===== src/rtl/sram_controller.sv =====
// MEM-stage bridge from a 32-bit CPU load/store port to a 16-bit async SRAM.
// Each access is two halfword cycles of WAIT_CYCLES each (low half, then high
// half), followed by a one-cycle DONE.
//
// Ports:
//   clock, rst        rising-edge clock, async active-high reset
//   rd_en, wr_en      load/store request, held until ready
//   address           CPU byte address; ADDR_BASE maps to halfword 0
//   write_data        store data
//   read_data         load result, held until the next load
//   ready             access complete or idle (pipeline freeze = ~ready)
//   sram_addr         SRAM halfword address
//   sram_dq_out/_oe   write data and bus drive enable
//   sram_dq_in        read data from SRAM
//   sram_*_n          active-low SRAM strobes
module sram_controller #(
  parameter int ADDR_BASE   = 1024,
  parameter int WAIT_CYCLES = 2
) (
  input  logic        clock,
  input  logic        rst,
  input  logic        rd_en,
  input  logic        wr_en,
  input  logic [31:0] address,
  input  logic [31:0] write_data,
  output logic [31:0] read_data,
  output logic        ready,
  output logic [17:0] sram_addr,
  output logic [15:0] sram_dq_out,
  output logic        sram_dq_oe,
  input  logic [15:0] sram_dq_in,
  output logic        sram_ce_n,
  output logic        sram_oe_n,
  output logic        sram_we_n,
  output logic        sram_ub_n,
  output logic        sram_lb_n
);

  localparam logic [1:0] S_IDLE = 2'd0;
  localparam logic [1:0] S_LOW  = 2'd1;
  localparam logic [1:0] S_HIGH = 2'd2;
  localparam logic [1:0] S_DONE = 2'd3;

  localparam logic [31:0] BASE = 32'(ADDR_BASE);
  localparam logic [3:0]  LAST = 4'(WAIT_CYCLES - 1);

  logic [1:0]  state_q, state_d;
  logic [3:0]  cnt_q, cnt_d;
  logic        op_wr_q, op_wr_d;
  logic [31:0] addr_q, addr_d;
  logic [31:0] wdata_q, wdata_d;
  logic [31:0] rdata_q, rdata_d;
  logic        cnt_last;

  // SRAM pins are registered so the strobes are glitch-free; they are
  // computed from next-state so they line up with the state they belong to.
  logic [17:0] saddr_q, saddr_d;
  logic [15:0] dqo_q, dqo_d;
  logic        dqoe_q, dqoe_d;
  logic        ce_n_q, ce_n_d;
  logic        oe_n_q, oe_n_d;
  logic        we_n_q, we_n_d;
  logic        bs_n_q, bs_n_d;

  logic        act_d;
  logic        high_d;
  logic [31:0] word_d;
  logic        unused_word;

  assign cnt_last = (cnt_q == LAST);

  always_comb begin
    state_d = state_q;
    cnt_d   = cnt_q;
    op_wr_d = op_wr_q;
    addr_d  = addr_q;
    wdata_d = wdata_q;
    rdata_d = rdata_q;
    unique case (state_q)
      S_IDLE: begin
        cnt_d = '0;
        // A store wins when both requests are raised together.
        if (wr_en) begin
          addr_d  = address;
          wdata_d = write_data;
          op_wr_d = 1'b1;
          state_d = S_LOW;
        end else if (rd_en) begin
          addr_d  = address;
          op_wr_d = 1'b0;
          state_d = S_LOW;
        end
      end
      S_LOW: begin
        if (cnt_last) begin
          cnt_d   = '0;
          state_d = S_HIGH;
          if (!op_wr_q) rdata_d[15:0] = sram_dq_in;
        end else begin
          cnt_d = cnt_q + 4'd1;
        end
      end
      S_HIGH: begin
        if (cnt_last) begin
          cnt_d   = '0;
          state_d = S_DONE;
          if (!op_wr_q) rdata_d[31:16] = sram_dq_in;
        end else begin
          cnt_d = cnt_q + 4'd1;
        end
      end
      S_DONE: begin
        cnt_d   = '0;
        state_d = S_IDLE;
      end
      default: begin
        cnt_d   = '0;
        state_d = S_IDLE;
      end
    endcase
  end

  // Halfword index wraps modulo 2^32; out-of-window bits are simply dropped.
  assign word_d      = addr_d - BASE;
  assign unused_word = ^{word_d[31:19], word_d[1:0]};

  assign act_d  = (state_d == S_LOW) || (state_d == S_HIGH);
  assign high_d = (state_d == S_HIGH);

  always_comb begin
    saddr_d = '0;
    dqo_d   = '0;
    dqoe_d  = 1'b0;
    ce_n_d  = 1'b1;
    oe_n_d  = 1'b1;
    we_n_d  = 1'b1;
    bs_n_d  = 1'b1;
    unique case (1'b1)
      act_d && op_wr_d: begin
        saddr_d = {word_d[18:2], high_d};
        dqo_d   = high_d ? wdata_d[31:16] : wdata_d[15:0];
        dqoe_d  = 1'b1;
        ce_n_d  = 1'b0;
        we_n_d  = 1'b0;
        bs_n_d  = 1'b0;
      end
      act_d && !op_wr_d: begin
        saddr_d = {word_d[18:2], high_d};
        ce_n_d  = 1'b0;
        oe_n_d  = 1'b0;
        bs_n_d  = 1'b0;
      end
      default: begin
        saddr_d = '0;
      end
    endcase
  end

  always_ff @(posedge clock or posedge rst) begin
    if (rst) begin
      state_q <= S_IDLE;
      cnt_q   <= '0;
      op_wr_q <= 1'b0;
      addr_q  <= '0;
      wdata_q <= '0;
      rdata_q <= '0;
    end else begin
      state_q <= state_d;
      cnt_q   <= cnt_d;
      op_wr_q <= op_wr_d;
      addr_q  <= addr_d;
      wdata_q <= wdata_d;
      rdata_q <= rdata_d;
    end
  end

  always_ff @(posedge clock or posedge rst) begin
    if (rst) begin
      saddr_q <= '0;
      dqo_q   <= '0;
      dqoe_q  <= 1'b0;
      ce_n_q  <= 1'b1;
      oe_n_q  <= 1'b1;
      we_n_q  <= 1'b1;
      bs_n_q  <= 1'b1;
    end else begin
      saddr_q <= saddr_d;
      dqo_q   <= dqo_d;
      dqoe_q  <= dqoe_d;
      ce_n_q  <= ce_n_d;
      oe_n_q  <= oe_n_d;
      we_n_q  <= we_n_d;
      bs_n_q  <= bs_n_d;
    end
  end

  // A request seen in IDLE freezes the pipe in the same cycle.
  assign ready = ((state_q == S_IDLE) && !rd_en && !wr_en)
              || (state_q == S_DONE);

  assign read_data   = rdata_q;
  assign sram_addr   = saddr_q;
  assign sram_dq_out = dqo_q;
  assign sram_dq_oe  = dqoe_q;
  assign sram_ce_n   = ce_n_q;
  assign sram_oe_n   = oe_n_q;
  assign sram_we_n   = we_n_q;
  assign sram_ub_n   = bs_n_q;
  assign sram_lb_n   = bs_n_q;

endmodule


===== config.mk =====
export PLATFORM = sky130hd
export DESIGN_NAME = sram_controller
export DESIGN_NICKNAME = d
export VERILOG_FILES = /design/src/rtl/sram_controller.sv
export SDC_FILE = /design/constraint.sdc
export NUM_CORES = 1
export LEC_CHECK = 0
export ABC_AREA = 1
export BUFFER_PORTS_ARGS = -buffer_cell sky130_fd_sc_hd__clkbuf_2
export CAP_MARGIN = 20
export CORE_UTILIZATION = 55
export DETAILED_ROUTE_END_ITERATION = 16
export PLACE_DENSITY_LB_ADDON = 0.08
export SYNTH_ARGS = -nofsm -noshare
export SYNTH_HDL_FRONTEND = slang
export SYNTH_SLANG_ARGS = --single-unit

===== constraint.sdc =====
create_clock -name clock -period 11.45 [get_ports clock]
set_input_delay 1.145 -clock clock [delete_from_list [all_inputs] [get_ports clock]]
set_output_delay 1.145 -clock clock [all_outputs]
set_load 0.005 [all_outputs]

==> key figures <==
Outcome
  – Status: finished clean

Timing
  – Achievable Freq: 298 MHz
  – Setup TNS: 0 ns
  – Period utilisation layout: 0.293
  – Final Hold Viols: 0
  – Skew final: 0.00862 ns
  – Worst Max-Slew Pin Slew: approximately 0.8 ns
  – Setup violators final: 0
  – RSZ-0062 raised after global routing: no
  – Fin. max-slew vios: 0
  – Crit path time final: 3.35 ns
  – Slew HR: 0.460

Setup path
  – CP top delay family: buffers and inverters
  – Worst-path fanout max: 34
  – Crit path max-delay cell type: clkbuf_2
  – Max incr delay on CP: ~0.57 ns
  – CP Data Arrival Time: around 2.2 ns
  – Crit end category: output port
  – Crit path required time: just over 10 ns
  – Startpoint types: primary input
  – RR Startpoint: state_q[0]$_DFF_PP0_
  – Worst setup path class: in -> out
  – Critical path's most frequent cell: clkbuf_2
  – Crit path buffers/inverters: 2
  – Cell chain of the critical path: clkbuf_2 > nor2_1 > a21o_1 > clkbuf_2
  – Reg2Reg Depth: 13
  – FF-to-FF End: sram_addr[17]$_DFF_PP0_
  – FF-to-FF setup slack: around 8.7 ns

Final layout
  – Layout filler cell count: ~710
  – Core Util, Final: 0.709
  – # nets final: roughly 760
  – Layout area overhead: 25.4%
  – Ant. Diodes: 0
  – Cell Count, Final, Fillers Out: between 700 and 800
  – Layout cells sized above 1: 0.311

Pwr
  – VDD IR-drop max: between 0.00015 and 0.0002 V
  – Pwr per Cell Area: around 320 nW/um^2
  – Lkg Pwr: roughly 0.0036 uW
  – Switching fraction of total power: 0.377
  – Power, Total: roughly 2100 uW
  – Clk pwr share: 0.261
  – Switch Pwr: a little under 800 uW
  – Logic pwr share: 0.387
  – Internal power: ~1300 uW
  – Part of the power in registers: 0.352

Floorplan
  – Die H: 99.2 um
  – # IOs: between 150 and 200
  – Initial core utilization: 0.565
  – Core ar.: around 9000 um^2
  – Die area: between 9000 and 10,000 um^2
  – Chip width: 99.2 um
  – Rows: 35

Min path
  – Hold Path Class: reg -> reg
  – Worst hold path startpoint: wdata_q[18]$_DFF_PP0_
  – WHS Path Cells: 2
  – Worst hold endpoint: wdata_q[18]$_DFF_PP0_

GRT
  – Gr usage total: 0.231
  – Gr ovfl total: 0
  – Vias in the first global route: around 3,900
  – Largest net degree at the start of global routing: 67
  – Antenna violations before repair: 0
  – First-pass GRT wire length: between 15 and 20 mm

Clock network
  – Post-CTS setup buffer count: 0
  – Post-CTS Hold Fix Bufs: 0
  – TritonCTS clock tree: done
  – Root Driver: clkbuf_8
  – H-tree depth: 4
  – Resized cells post-CTS: 0
  – TritonCTS Buffers: 17
  – Clock-pin transition on the worst setup and hold timing paths: around 0.050 ns
  – Later-pin clock latency in the skew report: 0.51 ns
  – Clk sinks: 126
  – Clock buffer depth: 2

Placement
  – Port Buffers: 141
  – Global placer's final weighted congestion: between 0.8 and 0.9
  – Placed Cells: approximately 760
  – Dpl hpwl: 6.85 mm

Detailed routing
  – Drt pass-1 iters: 5
  – Drt drc: 0
  – DR WL/cell: between 10 and 15 um
  – Via density: between 4 and 5
  – Antenna Nets Post-Route: 0
  – Routed wire length: 10.6 mm
  – DRT iter0 DRCs: ~130
  – DR vias: roughly 3,900

Synthesis
  – Syn_area_per_cell: 9.76 um^2
  – Cell count after synthesis: roughly 530
  – Post-Syn Nets: roughly 630
  – Mapped Area: ~5200 um^2
  – Warnings, synthesis: 0
  – Synth unique cells: 34
  – Synth Register Bits: around 130
  – Seq/Total Area, Yosys: 0.607

Flow run
  – Max-cap violations: 0
## metal layers
| metal | global-route usage | wire length [um] | part of all wire |
|---|---|---|---|
| met1 | 0.290 | 4710 | 0.44 |
| met2 | 0.388 | 5410 | 0.51 |
| met3 | 0.0527 | 422 | 0.040 |
| met4 | 0.0950 | 94 | 0.0088 |
| met5 | 0 | 0 | 0 |
## synth_stat cells, drive strengths merged
| cell | n | area [um^2] |
|---|---|---|
| dfrtp | 123 | 3080 |
| a21o | 1 | 7.51 |
| or2 | 1 | 6.26 |
| a22oi | 2 | 15.0 |
| nand2 | 146 | 619 |
| inv | 59 | 226 |
| ha | 9 | 113 |
| nand3b | 5 | 37.5 |
| xor2 | 1 | 8.76 |
| a31oi | 16 | 106 |
| nand3 | 44 | 230 |
| buf | 13 | 116 |
| clkbuf | 16 | 67.6 |
| a21oi | 6 | 30.0 |
| o21ai | 60 | 334 |
| nor2 | 27 | 116 |
| xnor2 | 1 | 8.76 |
| dfstp | 3 | 78.8 |
## power groups by stage
stage / logic, uW / clock network, uW / registers (uW)
2_1_floorplan: 588 / 0 / 737
3_3_place_gp: 781 / 0 / 727
3_5_place_dp: 805 / 0 / 735
4_1_cts: 815 / 548 / 729
5_1_grt: 906 / 566 / 749
6_report: 800 / 538 / 728
## layout by cell type, fill, tap and decap left out, drive strengths merged
cell,count
clkbuf,161
nand2,146
dfrtp,123
inv,61
o21ai,60
nand3,44
nor2,27
a31oi,16
ha,9
a21oi,6
nand3b,5
clkinvlp,5
buf,5
bufinv,3
dfstp,3
a22oi,2
clkinv,2
xnor2,1
or2,1
a21o,1
xor2,1
## registers in the layout, summed over array words and instances (netlist names)
| signal | count |
|---|---|
| cnt_q | 4 |
| state_q | 2 |
| sram_dq_out | 16 |
| sram_we_n | 1 |
| sram_lb_n | 1 |
| op_wr_q | 1 |
| addr_q | 17 |
| wdata_q | 32 |
| sram_addr | 18 |
| sram_dq_oe | 1 |
| read_data | 32 |
| sram_oe_n | 1 |
## cells by family after synthesis
kind of cell | count (synthesis) | share of synthesized area
flops | 126 | 0.607
xor+xnor | 2 | 0.00337
fa+ha+maj | 9 | 0.0217
compound gates | 85 | 0.0948
simple gates | 223 | 0.194
buf+inv | 88 | 0.0789
## per-stage QoR
stage / area [um^2] / setup WS, ns / hold WS (ns)
final: 6520 / 8.10 / 0.463
after global routing: 6520 / 7.83 / 0.484
after CTS: 6490 / 8.08 / 0.465
after detailed placement: 5890 / 7.54 / 0.451
after global placement: 5890 / 7.63 / 0.446
after floorplan: 5200 / 6.95 / 0.433
## worst max path at each step
stage / startpoint / end / slack (ns) / cells after the start
after floorplan: rst / addr_q[10]$_DFF_PP0_ / 6.95 / 1
after global routing: wr_en / sram_dq_out[1]$_DFF_PP0_ / 7.83 / 12
after CTS: wr_en / sram_dq_out[15]$_DFF_PP0_ / 8.08 / 12
after detailed placement: wr_en / sram_dq_out[15]$_DFF_PP0_ / 7.54 / 12
after global placement: wr_en / sram_dq_out[0]$_DFF_PP0_ / 7.63 / 12
final: wr_en / ready / 8.10 / 4
## tightest hold or removal path, cell delays in order (launching register included)
cell	delay (ns)
dfrtp_1	0.32
nand2_1	0.06
nand2_1	0.05
## final cells by class
cell class	instances	area [um^2]	area share
sequential	126	3160	0.484
multi-input combinational	319	1630	0.250
timing repair buffer	146	758	0.116
clock buffer	20	445	0.0683
inverter	59	229	0.0351
clock inverter	12	159	0.0244
tap	111	139	0.0213
(Power assumes the default switching activity.)
